$ cat config.mk
export PLATFORM = sky130hd
export DESIGN_NAME = l2_req_arbiter_flat
export DESIGN_NICKNAME = d
export VERILOG_FILES = /design/src/rtl/l2_req_arbiter_pkg.sv /design/src/rtl/l2_req_arbiter_if.sv /design/src/rtl/l2_req_arbiter_rr_pick.sv /design/src/rtl/l2_req_arbiter.sv /design/src/flat_wrapper.sv
export SDC_FILE = /design/constraint.sdc
export NUM_CORES = 1
export LEC_CHECK = 0
export ABC_AREA = 0
export CORE_AREA = 10 10 178 180
export CTS_BUF_LIST = sky130_fd_sc_hd__clkbuf_4
export CTS_CLUSTER_DIAMETER = 50
export CTS_CLUSTER_SIZE = 28
export DETAILED_ROUTE_END_ITERATION = 8
export DIE_AREA = 0 0 188 190
export GPL_ROUTABILITY_DRIVEN = 0
export GPL_TIMING_DRIVEN = 1
export RECOVER_POWER = 100
export SETUP_SLACK_MARGIN = 0.4
export SYNTH_ARGS = -nofsm -noshare
export SYNTH_HDL_FRONTEND = slang
export SYNTH_SLANG_ARGS = --single-unit
export TNS_END_PERCENT = 10
$ cat constraint.sdc
create_clock -name clk -period 1.65 [get_ports clk]
set_input_delay 0.33 -clock clk [delete_from_list [all_inputs] [get_ports clk]]
set_output_delay 0.33 -clock clk [all_outputs]
set_load 0.01 [all_outputs]
$ cat src/rtl/l2_req_arbiter_pkg.sv
// l2_arb_pkg: FSM state type and line-width helper shared by the l2_req_arbiter slice
package l2_arb_pkg;
  typedef enum logic [1:0] {IDLE, ADDR, DATA} arb_state_t;
  function automatic int line_w(input int offset_w);
    return 32 << offset_w;
  endfunction
endpackage

$ cat src/rtl/l2_req_arbiter_if.sv
// l2_req_arbiter_if: L1 client bus plus L2 request port; master = arbiter, slave = clients and L2
interface l2_req_arbiter_if #(
  parameter int N_CH = 2,
  parameter int L1_OFFSET_W = 2
);
  import l2_arb_pkg::*;
  localparam int LINE_W = line_w(L1_OFFSET_W);
  logic [N_CH-1:0]    req_l1_arb;
  logic [32*N_CH-1:0] addr_l1_arb;
  logic [32*N_CH-1:0] din_l1_arb;
  logic [N_CH-1:0]    wr_l1_arb;
  logic [4*N_CH-1:0]  wstrb_l1_arb;
  logic [N_CH-1:0]    addrOK_arb_l1;
  logic [N_CH-1:0]    dataOK_arb_l1;
  logic [LINE_W-1:0]  dout_arb_l1;
  logic               req_arb_l2;
  logic [31:0]        addr_arb_l2;
  logic [31:0]        din_arb_l2;
  logic               wr_arb_l2;
  logic [3:0]         wstrb_arb_l2;
  logic               addrOK_l2_arb;
  logic               dataOK_l2_arb;
  logic [LINE_W-1:0]  dout_l2_arb;
  modport master (
    input  req_l1_arb, addr_l1_arb, din_l1_arb, wr_l1_arb, wstrb_l1_arb,
    input  addrOK_l2_arb, dataOK_l2_arb, dout_l2_arb,
    output addrOK_arb_l1, dataOK_arb_l1, dout_arb_l1,
    output req_arb_l2, addr_arb_l2, din_arb_l2, wr_arb_l2, wstrb_arb_l2
  );
  modport slave (
    output req_l1_arb, addr_l1_arb, din_l1_arb, wr_l1_arb, wstrb_l1_arb,
    output addrOK_l2_arb, dataOK_l2_arb, dout_l2_arb,
    input  addrOK_arb_l1, dataOK_arb_l1, dout_arb_l1,
    input  req_arb_l2, addr_arb_l2, din_arb_l2, wr_arb_l2, wstrb_arb_l2
  );
endinterface

$ cat src/rtl/l2_req_arbiter_rr_pick.sv
// rr_pick: rotate-and-priority-encode picker; with L2_ARB_FIXED_PRIO_EN it is a plain lowest-index encoder
module rr_pick #(
  parameter int N_CH = 2,
  parameter int IDX_W = $clog2(N_CH)
) (
  input  logic [N_CH-1:0]  req,
  input  logic [IDX_W-1:0] ptr,
  output logic [N_CH-1:0]  win_oh,
  output logic [IDX_W-1:0] win_idx
);
  logic [IDX_W-1:0]  base;
  logic [2*N_CH-1:0] dbl;
  logic              found;
`ifdef L2_ARB_FIXED_PRIO_EN
  assign base = '0;
`else
  assign base = ptr;
`endif
  assign dbl = {req, req} >> base;
  always_comb begin
    found = 1'b0;
    win_idx = '0;
    for (int k = 0; k < N_CH; k++)
      if (!found && dbl[k]) begin
        found = 1'b1;
        win_idx = IDX_W'((int'(base) + k) % N_CH);
      end
  end
  assign win_oh = found ? (N_CH'(1) << win_idx) : '0;
endmodule

$ cat src/rtl/l2_req_arbiter.sv
// l2_req_arbiter: N-channel L1->L2 request arbiter, round-robin or fixed priority (L2_ARB_FIXED_PRIO_EN)
module l2_req_arbiter import l2_arb_pkg::*; #(
  parameter int N_CH = 2,
  parameter int L1_OFFSET_W = 2,
  parameter int IDX_W = $clog2(N_CH)
) (
  input  logic             clk,
  input  logic             rstn,
  l2_req_arbiter_if.master bus,
  output logic             busy,
  output logic [IDX_W-1:0] grant_idx
);
  localparam int LINE_W = line_w(L1_OFFSET_W);
  arb_state_t       state;
  logic [N_CH-1:0]  grant_oh;
  logic [N_CH-1:0]  win_oh;
  logic [IDX_W-1:0] win_idx;
  logic [IDX_W-1:0] rr_ptr;
  logic [31:0]      addr_q;
  logic [31:0]      din_q;
  logic [3:0]       wstrb_q;
  logic             wr_q;
  logic             req_q;
  logic             done;
  rr_pick #(.N_CH(N_CH), .IDX_W(IDX_W)) u_pick (
    .req(bus.req_l1_arb),
    .ptr(rr_ptr),
    .win_oh(win_oh),
    .win_idx(win_idx)
  );
  // completion counts in DATA, or in ADDR when L2 accepts and finishes in the same cycle
  assign done = bus.dataOK_l2_arb && (state == DATA || (state == ADDR && bus.addrOK_l2_arb));
  assign bus.addrOK_arb_l1 = (state == ADDR && bus.addrOK_l2_arb) ? grant_oh : '0;
  assign bus.dataOK_arb_l1 = done ? grant_oh : '0;
  assign bus.dout_arb_l1 = bus.dout_l2_arb[LINE_W-1:0];
  assign bus.req_arb_l2 = req_q;
  assign bus.addr_arb_l2 = addr_q;
  assign bus.din_arb_l2 = din_q;
  assign bus.wr_arb_l2 = wr_q;
  assign bus.wstrb_arb_l2 = wstrb_q;
`ifdef L2_ARB_FIXED_PRIO_EN
  assign rr_ptr = '0;
`else
  always_ff @(posedge clk or negedge rstn)
    if (!rstn) rr_ptr <= '0;
    else if (done) rr_ptr <= (grant_idx == IDX_W'(N_CH - 1)) ? '0 : grant_idx + 1'b1;
`endif
  always_ff @(posedge clk or negedge rstn) begin
    if (!rstn) begin
      state <= IDLE;
      grant_idx <= '0;
      grant_oh <= '0;
      addr_q <= '0;
      din_q <= '0;
      wr_q <= 1'b0;
      wstrb_q <= '0;
      req_q <= 1'b0;
      busy <= 1'b0;
    end else begin
      case (state)
        IDLE: if (|bus.req_l1_arb) begin
          state <= ADDR;
          req_q <= 1'b1;
          busy <= 1'b1;
          grant_idx <= win_idx;
          grant_oh <= win_oh;
          addr_q <= bus.addr_l1_arb[32*win_idx +: 32];
          din_q <= bus.din_l1_arb[32*win_idx +: 32];
          wr_q <= bus.wr_l1_arb[win_idx];
          wstrb_q <= bus.wstrb_l1_arb[4*win_idx +: 4];
        end
        ADDR: if (done) begin
          state <= IDLE;
          req_q <= 1'b0;
          busy <= 1'b0;
        end else if (bus.addrOK_l2_arb) begin
          state <= DATA;
          req_q <= 1'b0;
        end
        DATA: if (done) begin
          state <= IDLE;
          busy <= 1'b0;
        end
        default: state <= IDLE;
      endcase
    end
  end
endmodule

$ cat src/flat_wrapper.sv
// flat-port wrapper written by rule: the top's interface ports become plain ports
module l2_req_arbiter_flat import l2_arb_pkg::*;
#(
  parameter int N_CH = 2,
  parameter int L1_OFFSET_W = 2,
  parameter int IDX_W = $clog2(N_CH)
)
  (clk, rstn, busy, grant_idx, bus_req_l1_arb, bus_addr_l1_arb, bus_din_l1_arb, bus_wr_l1_arb, bus_wstrb_l1_arb, bus_addrOK_l2_arb, bus_dataOK_l2_arb, bus_dout_l2_arb, bus_addrOK_arb_l1, bus_dataOK_arb_l1, bus_dout_arb_l1, bus_req_arb_l2, bus_addr_arb_l2, bus_din_arb_l2, bus_wr_arb_l2, bus_wstrb_arb_l2);
  l2_req_arbiter_if #(.N_CH(N_CH), .L1_OFFSET_W(L1_OFFSET_W)) bus_i ();
  input  logic clk;
  input  logic rstn;
  output logic busy;
  output logic [IDX_W-1:0] grant_idx;
  input wire logic [$bits(bus_i.req_l1_arb)-1:0] bus_req_l1_arb;
  input wire logic [$bits(bus_i.addr_l1_arb)-1:0] bus_addr_l1_arb;
  input wire logic [$bits(bus_i.din_l1_arb)-1:0] bus_din_l1_arb;
  input wire logic [$bits(bus_i.wr_l1_arb)-1:0] bus_wr_l1_arb;
  input wire logic [$bits(bus_i.wstrb_l1_arb)-1:0] bus_wstrb_l1_arb;
  input wire logic [$bits(bus_i.addrOK_l2_arb)-1:0] bus_addrOK_l2_arb;
  input wire logic [$bits(bus_i.dataOK_l2_arb)-1:0] bus_dataOK_l2_arb;
  input wire logic [$bits(bus_i.dout_l2_arb)-1:0] bus_dout_l2_arb;
  output wire logic [$bits(bus_i.addrOK_arb_l1)-1:0] bus_addrOK_arb_l1;
  output wire logic [$bits(bus_i.dataOK_arb_l1)-1:0] bus_dataOK_arb_l1;
  output wire logic [$bits(bus_i.dout_arb_l1)-1:0] bus_dout_arb_l1;
  output wire logic [$bits(bus_i.req_arb_l2)-1:0] bus_req_arb_l2;
  output wire logic [$bits(bus_i.addr_arb_l2)-1:0] bus_addr_arb_l2;
  output wire logic [$bits(bus_i.din_arb_l2)-1:0] bus_din_arb_l2;
  output wire logic [$bits(bus_i.wr_arb_l2)-1:0] bus_wr_arb_l2;
  output wire logic [$bits(bus_i.wstrb_arb_l2)-1:0] bus_wstrb_arb_l2;
  assign bus_i.req_l1_arb = bus_req_l1_arb;
  assign bus_i.addr_l1_arb = bus_addr_l1_arb;
  assign bus_i.din_l1_arb = bus_din_l1_arb;
  assign bus_i.wr_l1_arb = bus_wr_l1_arb;
  assign bus_i.wstrb_l1_arb = bus_wstrb_l1_arb;
  assign bus_i.addrOK_l2_arb = bus_addrOK_l2_arb;
  assign bus_i.dataOK_l2_arb = bus_dataOK_l2_arb;
  assign bus_i.dout_l2_arb = bus_dout_l2_arb;
  assign bus_addrOK_arb_l1 = bus_i.addrOK_arb_l1;
  assign bus_dataOK_arb_l1 = bus_i.dataOK_arb_l1;
  assign bus_dout_arb_l1 = bus_i.dout_arb_l1;
  assign bus_req_arb_l2 = bus_i.req_arb_l2;
  assign bus_addr_arb_l2 = bus_i.addr_arb_l2;
  assign bus_din_arb_l2 = bus_i.din_arb_l2;
  assign bus_wr_arb_l2 = bus_i.wr_arb_l2;
  assign bus_wstrb_arb_l2 = bus_i.wstrb_arb_l2;
  l2_req_arbiter #(.N_CH(N_CH), .L1_OFFSET_W(L1_OFFSET_W), .IDX_W(IDX_W)) u_core (.clk(clk), .rstn(rstn), .bus(bus_i), .busy(busy), .grant_idx(grant_idx));
endmodule
; Word level (Yosys, flattened, before mapping)
; Index checks and enable logic that the tools add are counted.
; W data, S select, Z words.
[classes]
add_sub_neg = 2
order_cmp = 1
eq_ne = 6
shift = 5
n_mux = 21
reduce_logical = 14
[op_table]
columns = operator, n
row1 = $shiftx A64 B7 Y32, 2
row2 = $mux W2, 7
row3 = $mux W1, 11
row4 = $reduce_and A3 Y1, 3
row5 = $shiftx A8 B4 Y4, 1
row6 = $ne A2 B1 Y1 const B, 3
row7 = $pmux W2 S3, 1
row8 = $pmux W1 S2, 2
row9 = $reduce_bool A2 Y1, 2
row10 = $reduce_or A2 Y1, 2
row11 = $shr A4 B1 Y2, 1
row12 = $logic_and A1 B1 Y1, 3
row13 = $ne A3 B2 Y1 const B, 1
row14 = $add A1 B1 Y1 const B, 2
row15 = $eq A2 B1 Y1 const B, 1
row16 = $eq A2 B2 Y1 const B, 1
row17 = $logic_not A2 Y1, 1
row18 = $lt A1 B2 Y1 const B, 1
row19 = $reduce_and A2 Y1, 1
row20 = $shl A1 B1 Y2 const A, 1
row21 = $logic_not A1 Y1, 1
row22 = $logic_or A1 B1 Y1, 1
[totals]
reg_bits = 77
in_bits = 272
out_inout_bits = 204
word_cells = 59

; Longest topological paths before layout
; Gate-level depths: netlist (run 1).
[logic_depth]
depth_word = 7
depth_mapped = 8
depth_no_buf = 5

; Hierarchy
; From an unflattened synthesis (run 1), not the netlist that was laid out.
[hier_totals]
hier_cells = 474
hier_area_um2 = 4605.7
[by_module_without_submodules]
columns = mod, n_inst, cells_each, area_each_um2, seq_area_each_um2
row1 = l2_req_arbiter, 1, 470, 4575.6, 1926.8
row2 = rr_pick, 1, 4, 30.0, 0.0

; Least setup slack after synthesis (run 1)
; Ideal clock, no wire load.
[synth_path]
kind = register -> output
from = register u_core.state[1]
to = output port bus_dataOK_arb_l1[0]
arrival_ps = 1138
required_time_ps = 1320
path_slack_ps = 182
path_stages_with_launch = 6
path_buffers = 0
cell_sequence = dfrtp_1 inv_1 ha_1 a21oi_1 nor2b_1 and2_1
[synth_via]
elab_chain_cells = 5
elab_cells_between_ends = 6
classes_between = eq/ne: 2 / mux: 1 / reduce/logical: 3
[synth_rtl]
columns = element, line_no
row1 = "start, declared", l2_req_arbiter.sv:14  ; arb_state_t state;
row2 = "start signal, assigned", l2_req_arbiter.sv:50  ; state <= IDLE;
row3 = "start signal, assigned", l2_req_arbiter.sv:62  ; state <= ADDR;
row4 = "start signal, assigned", l2_req_arbiter.sv:73  ; state <= IDLE;
row5 = $eq A2 B1 Y1, l2_req_arbiter.sv:32  ; assign done = bus.dataOK_l2_arb && (state == DATA || (state == ADDR && bus.addrOK_l2_arb));
row6 = $logic_and A1 B1 Y1, l2_req_arbiter.sv:32
row7 = $logic_or A1 B1 Y1 *, l2_req_arbiter.sv:32
row8 = $logic_and A1 B1 Y1 *, l2_req_arbiter.sv:32
row9 = $mux W2 *, l2_req_arbiter.sv:34  ; assign bus.dataOK_arb_l1 = done ? grant_oh : '0;
row10 = "end, declared", flat_wrapper.sv:23  ; output wire logic [$bits(bus_i.dataOK_arb_l1)-1:0] bus_dataOK_arb_l1;
; Every way passes the cells marked *; elsewhere a longest branch is shown, timed or not.

; Worst setup path in the final report (run 1)
[layout_path]
from = register u_core.state[0]
to = output port bus_dataOK_arb_l1[1]
; Same word-level chain as after synthesis.

==> flow_summary.toml, run 1 <==
[sta]
period_share_pct = 125
finalWorstSetupSlack_ns = -0.417
slew_headroom_pct = 53.8
fin_skew_ns = 0.0169
setup_viol = 5
worst_pin_slew_ns = 0.694
fin_hold_ws_ns = 0.315
period_needed_ns = 2.07
clock.fmax_ghz = 0.484
tns_ns = -1.37
slew_viol_final = 0
rsz0062_at_grt = "yes"
hold_viol_final = 0

[status]
status = "complete, but fails checks"
violations = "negative setup slack"

[logic_synthesis]
netlist_area_um2 = 4780
synth.most_common_cell = "buf_4"
yosys.area.top_type = "dfrtp_1"
synth-edff-count = 0
synth_top_area_share_pct = 40.3
ys_top_cells_by_area = "dfrtp_1 40%, buf_4 21%, a31oi_1 9.3%"
syn_avg_cell_area_um2 = 8.41
yosys_register_bits = 77
yosys-top-cells-count = "131 x buf_4, 77 x dfrtp_1, 72 x a21oi_1, 72 x nor2_1, 71 x a31oi_1"
synthArstFlopShare_pct = 100
yosys_warnings = 0
ys_types = 27
synthesis.nets = 844
yosysSeqAreaShare_pct = 40.3
syn_inst = 569
synth-main-ff-cell = "dfrtp_1"

[floorplanning]
core_um2 = 28200
die-area_um2 = 35700
start_util_pct = 16.9
die_h_um = 190
rows = 62
boundaryPins = 476
die_w_um = 188

[place]
hpwlAfterDp_um = 14700
portBuffers = 219
dpl_worst_slack_ns = -0.458

[global_routing]
grt_max_degree = 40
grt_usage_pct = 10.6
grt_pass1_wl_um = 29700
overflow = 0
antenna_found_initial = 0
grt_pass1_vias = 4743

[clock_network]
cts_buffers = 9
cts_tree = "yes"
clock_latency_ns = 0.45
path_clk_slew_ns = 0.13
clock-sinks = 77
clockRootBuffer = "clkbuf_4"
htree_levels = 3
clock_path_buffers = 2

[setup_path]
critPathMaxFanout = 3
crit_type = "flop to output pin"
crit_top_cell = "buf_6"
critPathSlowestCell = "dfrtp_1"
path_cells = "buf_6, ha_4, a21oi_2, nor2b_2, buf_4, and2_4, buf_6"
slowest_delay_ns = 0.44
cp-end-kind = "output pin"
arrival_ns = 1.74
crit_required_ns = 1.32
start_kind = "flop"

[drt]
avgRoutedWirePerCell_um = 19.6
drt_iter0_drc = 183
viasPerCell = 4.27
ant_nets = 0
firstDrtPassIters = 4
num_vias = 4501
remaining_drc_errors = 0
finalWirelength_um = 20700

[power_and_ir_drop]
power_frac_clock_pct = 13.3
swShare_pct = 43.4
p_switching_mw = 4.89
internal-power_mw = 6.39
peakVddDrop_v = 0.000783
pwr-share-seq_pct = 31.0
cellPowerDensity_nw_per_um2 = 1640
comb_power_share_pct = 55.8
leakage_nw = 2.48

[layout]
num_antenna_cells = 0
area_delta_synth_final_pct = 43.9
utilization_pct = 24.4
final_nets = 942
drive_gt1_share_pct = 17.6

[run]
drv_cap = 0

[worst_hold_path]
hold_path_class = "primary input to flop"
worst max-delay path, delay by kind of cell (launching register included):
family,cells,cell delay [ns]
compound gates,1,0.12
simple gates,2,0.21
fa+ha+maj,1,0.15
flops,1,0.44
buf+inv,3,0.38
what timing repair did:
action                                  in CTS  in global routing
endpoints found under the setup margin     153                153
hold buffers                                 1                  0
cloned                                       0                  4
setup buffers                                9                  2
hold endpoints to repair                    23                  0
gates resized for setup                    362                 79
pin swaps                                    3                 10
path summary, 6_finish.rpt:
check                                           end  cells past startpoint  slack (ns)              start
setup reg to reg                    u_core.state[0]                      7           0    u_core.state[0]
hold reg to reg                       u_core.rr_ptr                      1        0.49   u_core.grant_idx
setup / recovery               bus_dataOK_arb_l1[1]                      7       -0.42    u_core.state[0]
min in group asynchronous           u_core.state[1]                      2        0.47               rstn
hold / removal                          u_core.busy                      3        0.32  bus_req_l1_arb[1]
max in group asynchronous  u_core.bus.din_arb_l2[9]                      3        0.07               rstn
flip-flops by register name, summed over array words and instances (netlist names):
register,count
u_core.bus.addr_arb_l2,32
u_core.bus.din_arb_l2,32
u_core.bus.req_arb_l2,1
u_core.bus.wr_arb_l2,1
u_core.bus.wstrb_arb_l2,4
u_core.busy,1
u_core.grant_idx,1
u_core.grant_oh,2
u_core.rr_ptr,1
u_core.state,2
area by class of cell:
type / count / area, um2
Sequential cell: 77 / 1930
Clock inverter: 6 / 103
Inverter: 5 / 18.8
Timing Repair Buffer: 262 / 2320
Multi-Input combinational cell: 312 / 1970
Fill cell: 3124 / 21400
Tap cell: 384 / 480
Clock buffer: 9 / 67.6
power by group through the flow:
stage          clock (mW)  combinational [mW]  sequential, mW
2_1_floorplan           0                2.79            3.79
3_3_place_gp            0                6.27            3.46
3_5_place_dp            0                6.32            3.48
4_1_cts              1.60                6.31            3.52
5_1_grt              1.66                6.90            3.62
6_report             1.50                6.29            3.49
stage by stage:
step	power, mW	instance area [um2]	std cells
CTS	11.4	6840	1049
global route	12.2	6890	1055
global placement	9.73	6650	1024
floorplan	6.58	4810	569
finish	11.3	6890	1055
detailed placement	9.80	6650	1024
metal layers:
| metal | vias up | share of wire [%] | GRT usage (%) |
|---|---|---|---|
| li1 | 2055 | - | - |
| met1 | 2143 | 39 | 11.7 |
| met2 | 221 | 48 | 17.0 |
| met3 | 82 | 8.0 | 4.39 |
| met4 | 0 | 4.6 | 6.22 |
| met5 | - | 0 | 0 |
layout by cell type (no fill, tap or decap), types with 2 or more instances in the layout:
cell type and instances:
clkinv_1 2, dfrtp_1 77, buf_6 12, a31oi_1 62, a31oi_4 6, clkdlybuf4s50_1 141
nor2_1 57, a21oi_2 16, and3_4 2, o21ai_0 61, buf_12 14, inv_2 3
inv_1 2, a21oi_1 56, a32o_1 2, and2_4 2, clkbuf_16 3, bufinv_16 3
a31oi_2 3, clkbuf_4 10, nor2b_1 2, clkbuf_1 72, ha_4 3, nor2_2 7
nor2_4 8, o21ai_1 12, buf_4 16, clkbuf_2 2
cell families after synthesis:
group	synth area share, %
compound gates	25.6
buf+inv	25.5
simple gates	7.61
flops	40.3
fa+ha+maj	0.785
mux	0.209
Note: power is estimated with default switching activity, not from simulation.
==> run 2: changes to the inputs <==
CORE_AREA = 10 10 177 179   (was 10 10 178 180)
DIE_AREA = 0 0 187 189   (was 0 0 188 190)
clock period = 1.9 ns   (was 1.65 ns; I/O delays follow)
==> run 2 against run 1 <==
Compared with the run above: the run still ends with negative setup slack left; combinational power down 8.6%; count of clock-buffer cells in the layout unchanged; non-clock buffer count down 2; design area up 1.6%; die area down 1.1%; highest routed layer unchanged; largest cell class unchanged.
==> flow_summary.toml, run 2 (synthesis results as in run 1) <==
[power_and_ir_drop]
internal-power_mw = 5.62
comb_power_share_pct = 57.3
finalPower_mw = 10.0
p_switching_mw = 4.41
cellPowerDensity_nw_per_um2 = 1430
leakage_nw = 2.48
peakVddDrop_v = 0.000502
power_frac_clock_pct = 12.9
pwr-share-seq_pct = 29.8
swShare_pct = 43.9

[setup_path]
rr_endpoint = "u_core.bus.din_arb_l2[18]"
crit_type = "flop to output pin"
start_kind = "flop"
path_cells = "inv_2, ha_4, a21oi_2, nor2b_2, buf_4, and2_4, buf_6"
arrival_ns = 1.70
critPathMaxFanout = 3
r2r_cells = 7
worst-path-buf-inv = 3
critPathSlowestCell = "dfrtp_1"
r2r_slack_ns = 0.03
crit_required_ns = 1.52
slowest_delay_ns = 0.44
cp-end-kind = "output pin"
cp_top_family = "flip-flops"
r2r_start = "u_core.state[0]"

[place]
portBuffers = 219
hpwlAfterDp_um = 14800
dp.cells = 1012

[sta]
rsz0062_at_grt = "yes"
slew_viol_final = 0
period_share_pct = 110
setup_viol = 4
clock.fmax_ghz = 0.480
hold_viol_final = 0
finalWorstSetupSlack_ns = -0.183
worst_pin_slew_ns = 1.00
fin_skew_ns = 0.0129
slew_headroom_pct = 33.2
period_needed_ns = 2.08

[global_routing]
overflow = 0
antenna_found_initial = 2
grt_max_degree = 43
grt_usage_pct = 10.5
grt_pass1_wl_um = 29000
grt_pass1_vias = 4592

[drt]
num_vias = 4543
drt_iter0_drc = 144
firstDrtPassIters = 4
finalWirelength_um = 22100
ant_nets = 0
avgRoutedWirePerCell_um = 21.1
remaining_drc_errors = 0
viasPerCell = 4.33

[worst_hold_path]
hold_depth = 3
hold_path_startpoint = "bus_req_l1_arb[1]"
hold_end = "u_core.busy"
hold_path_class = "primary input to flop"

[floorplanning]
die_w_um = 187
boundaryPins = 476
die-area_um2 = 35300
core_um2 = 27600
die_h_um = 189
start_util_pct = 17.3
rows = 61

[layout]
drive_gt1_share_pct = 18.4
fin_cells = 1049
n_fill_cell = 3084
multiInputGateArea_um2 = 2120
final_cell_mix = "141 x clkdlybuf4s50_1, 77 x dfrtp_1, 72 x clkbuf_1"
final-seq-area_um2 = 1930
area_delta_synth_final_pct = 46.3
final_common_cell = "clkdlybuf4s50_1"
final_nets = 940

[clock_network]
cts_tree = "yes"
path_clk_slew_ns = 0.14
clock_latency_ns = 0.44
clock-sinks = 77
clockRootBuffer = "clkbuf_4"
htree_levels = 3
clock_path_buffers = 2
cts_buffers = 9

[run]
drv_cap = 0

[status]
violations = "negative setup slack"
status = "complete, but fails checks"
-- run 2: power by group through the flow --
stage          sequential, mW  combinational (mW)  clock (mW)
3_3_place_gp             2.97                5.27           0
5_1_grt                  3.09                6.26        1.45
6_report                 2.99                5.75        1.29
2_1_floorplan            3.29                2.37           0
4_1_cts                  2.93                4.74        1.39
3_5_place_dp             2.99                5.32           0
-- run 2: how the worst max path moves through the flow --
stage / from / to / slack [ns] / depth (start not counted)
final: u_core.state[1] / bus_dataOK_arb_l1[1] / -0.18 / 7
after global routing: u_core.state[1] / bus_dataOK_arb_l1[1] / -0.32 / 7
after CTS: u_core.state[1] / bus_dataOK_arb_l1[1] / -0.24 / 7
after detailed placement: bus_dataOK_l2_arb / bus_dataOK_arb_l1[1] / -0.29 / 4
after global placement: bus_dataOK_l2_arb / bus_dataOK_arb_l1[1] / -0.28 / 4
after floorplan: u_core.state[1] / bus_dataOK_arb_l1[1] / 0.42 / 5
-- run 2: metrics by stage --
step / setup slack (ns) / util (%) / setup TNS, ns / cell area, um2 / hold slack [ns]
global route: -0.315 / 25.3 / -2.91 / 7000 / 0.378
CTS: -0.237 / 23.1 / -0.638 / 6390 / 0.307
detailed placement: -0.288 / 23.5 / -0.911 / 6500 / 0.392
finish: -0.183 / 25.3 / -0.417 / 7000 / 0.399
global placement: -0.279 / 23.5 / -0.925 / 6500 / 0.390
floorplan: 0.423 / - / 0 / 4790 / 0.0844
-- run 2: per-layer routing --
metal,up-vias,track usage (%),routed length (um)
met3,98,4.26,2070
met4,0,7.32,1310
li1,2050,-,-
met5,-,0,0
met1,2147,11.0,8180
met2,248,17.1,10500
-- run 2: what timing repair did --
item | CTS | global route
buffers inserted | 3 | 8
pin swaps | 1 | 70
endpoints found under the hold margin | 35 | 0
cloned | 0 | 8
gates resized for setup | 315 | 73
endpoints found under the setup margin | 151 | 79
hold buffers | 1 | 0
-- run 2: area by class of cell --
type / instances / area share (%)
multi-input cells: 312 / 30.3
diodes: 2 / 0.0715
flip-flops and latches: 77 / 27.5
repair buffers: 260 / 32.7
well taps: 378 / 6.76
clock buffers: 9 / 0.965
inverters: 5 / 0.268
clock inverters: 6 / 1.47
-- run 2: worst register-to-register path, delay by kind of cell (launching register included) --
family	cells	cell delay [ns]
AOI/OAI and AO/OA	3	0.53
adders and majority gates	1	0.28
buffers and inverters	3	0.53
DFF	1	0.45
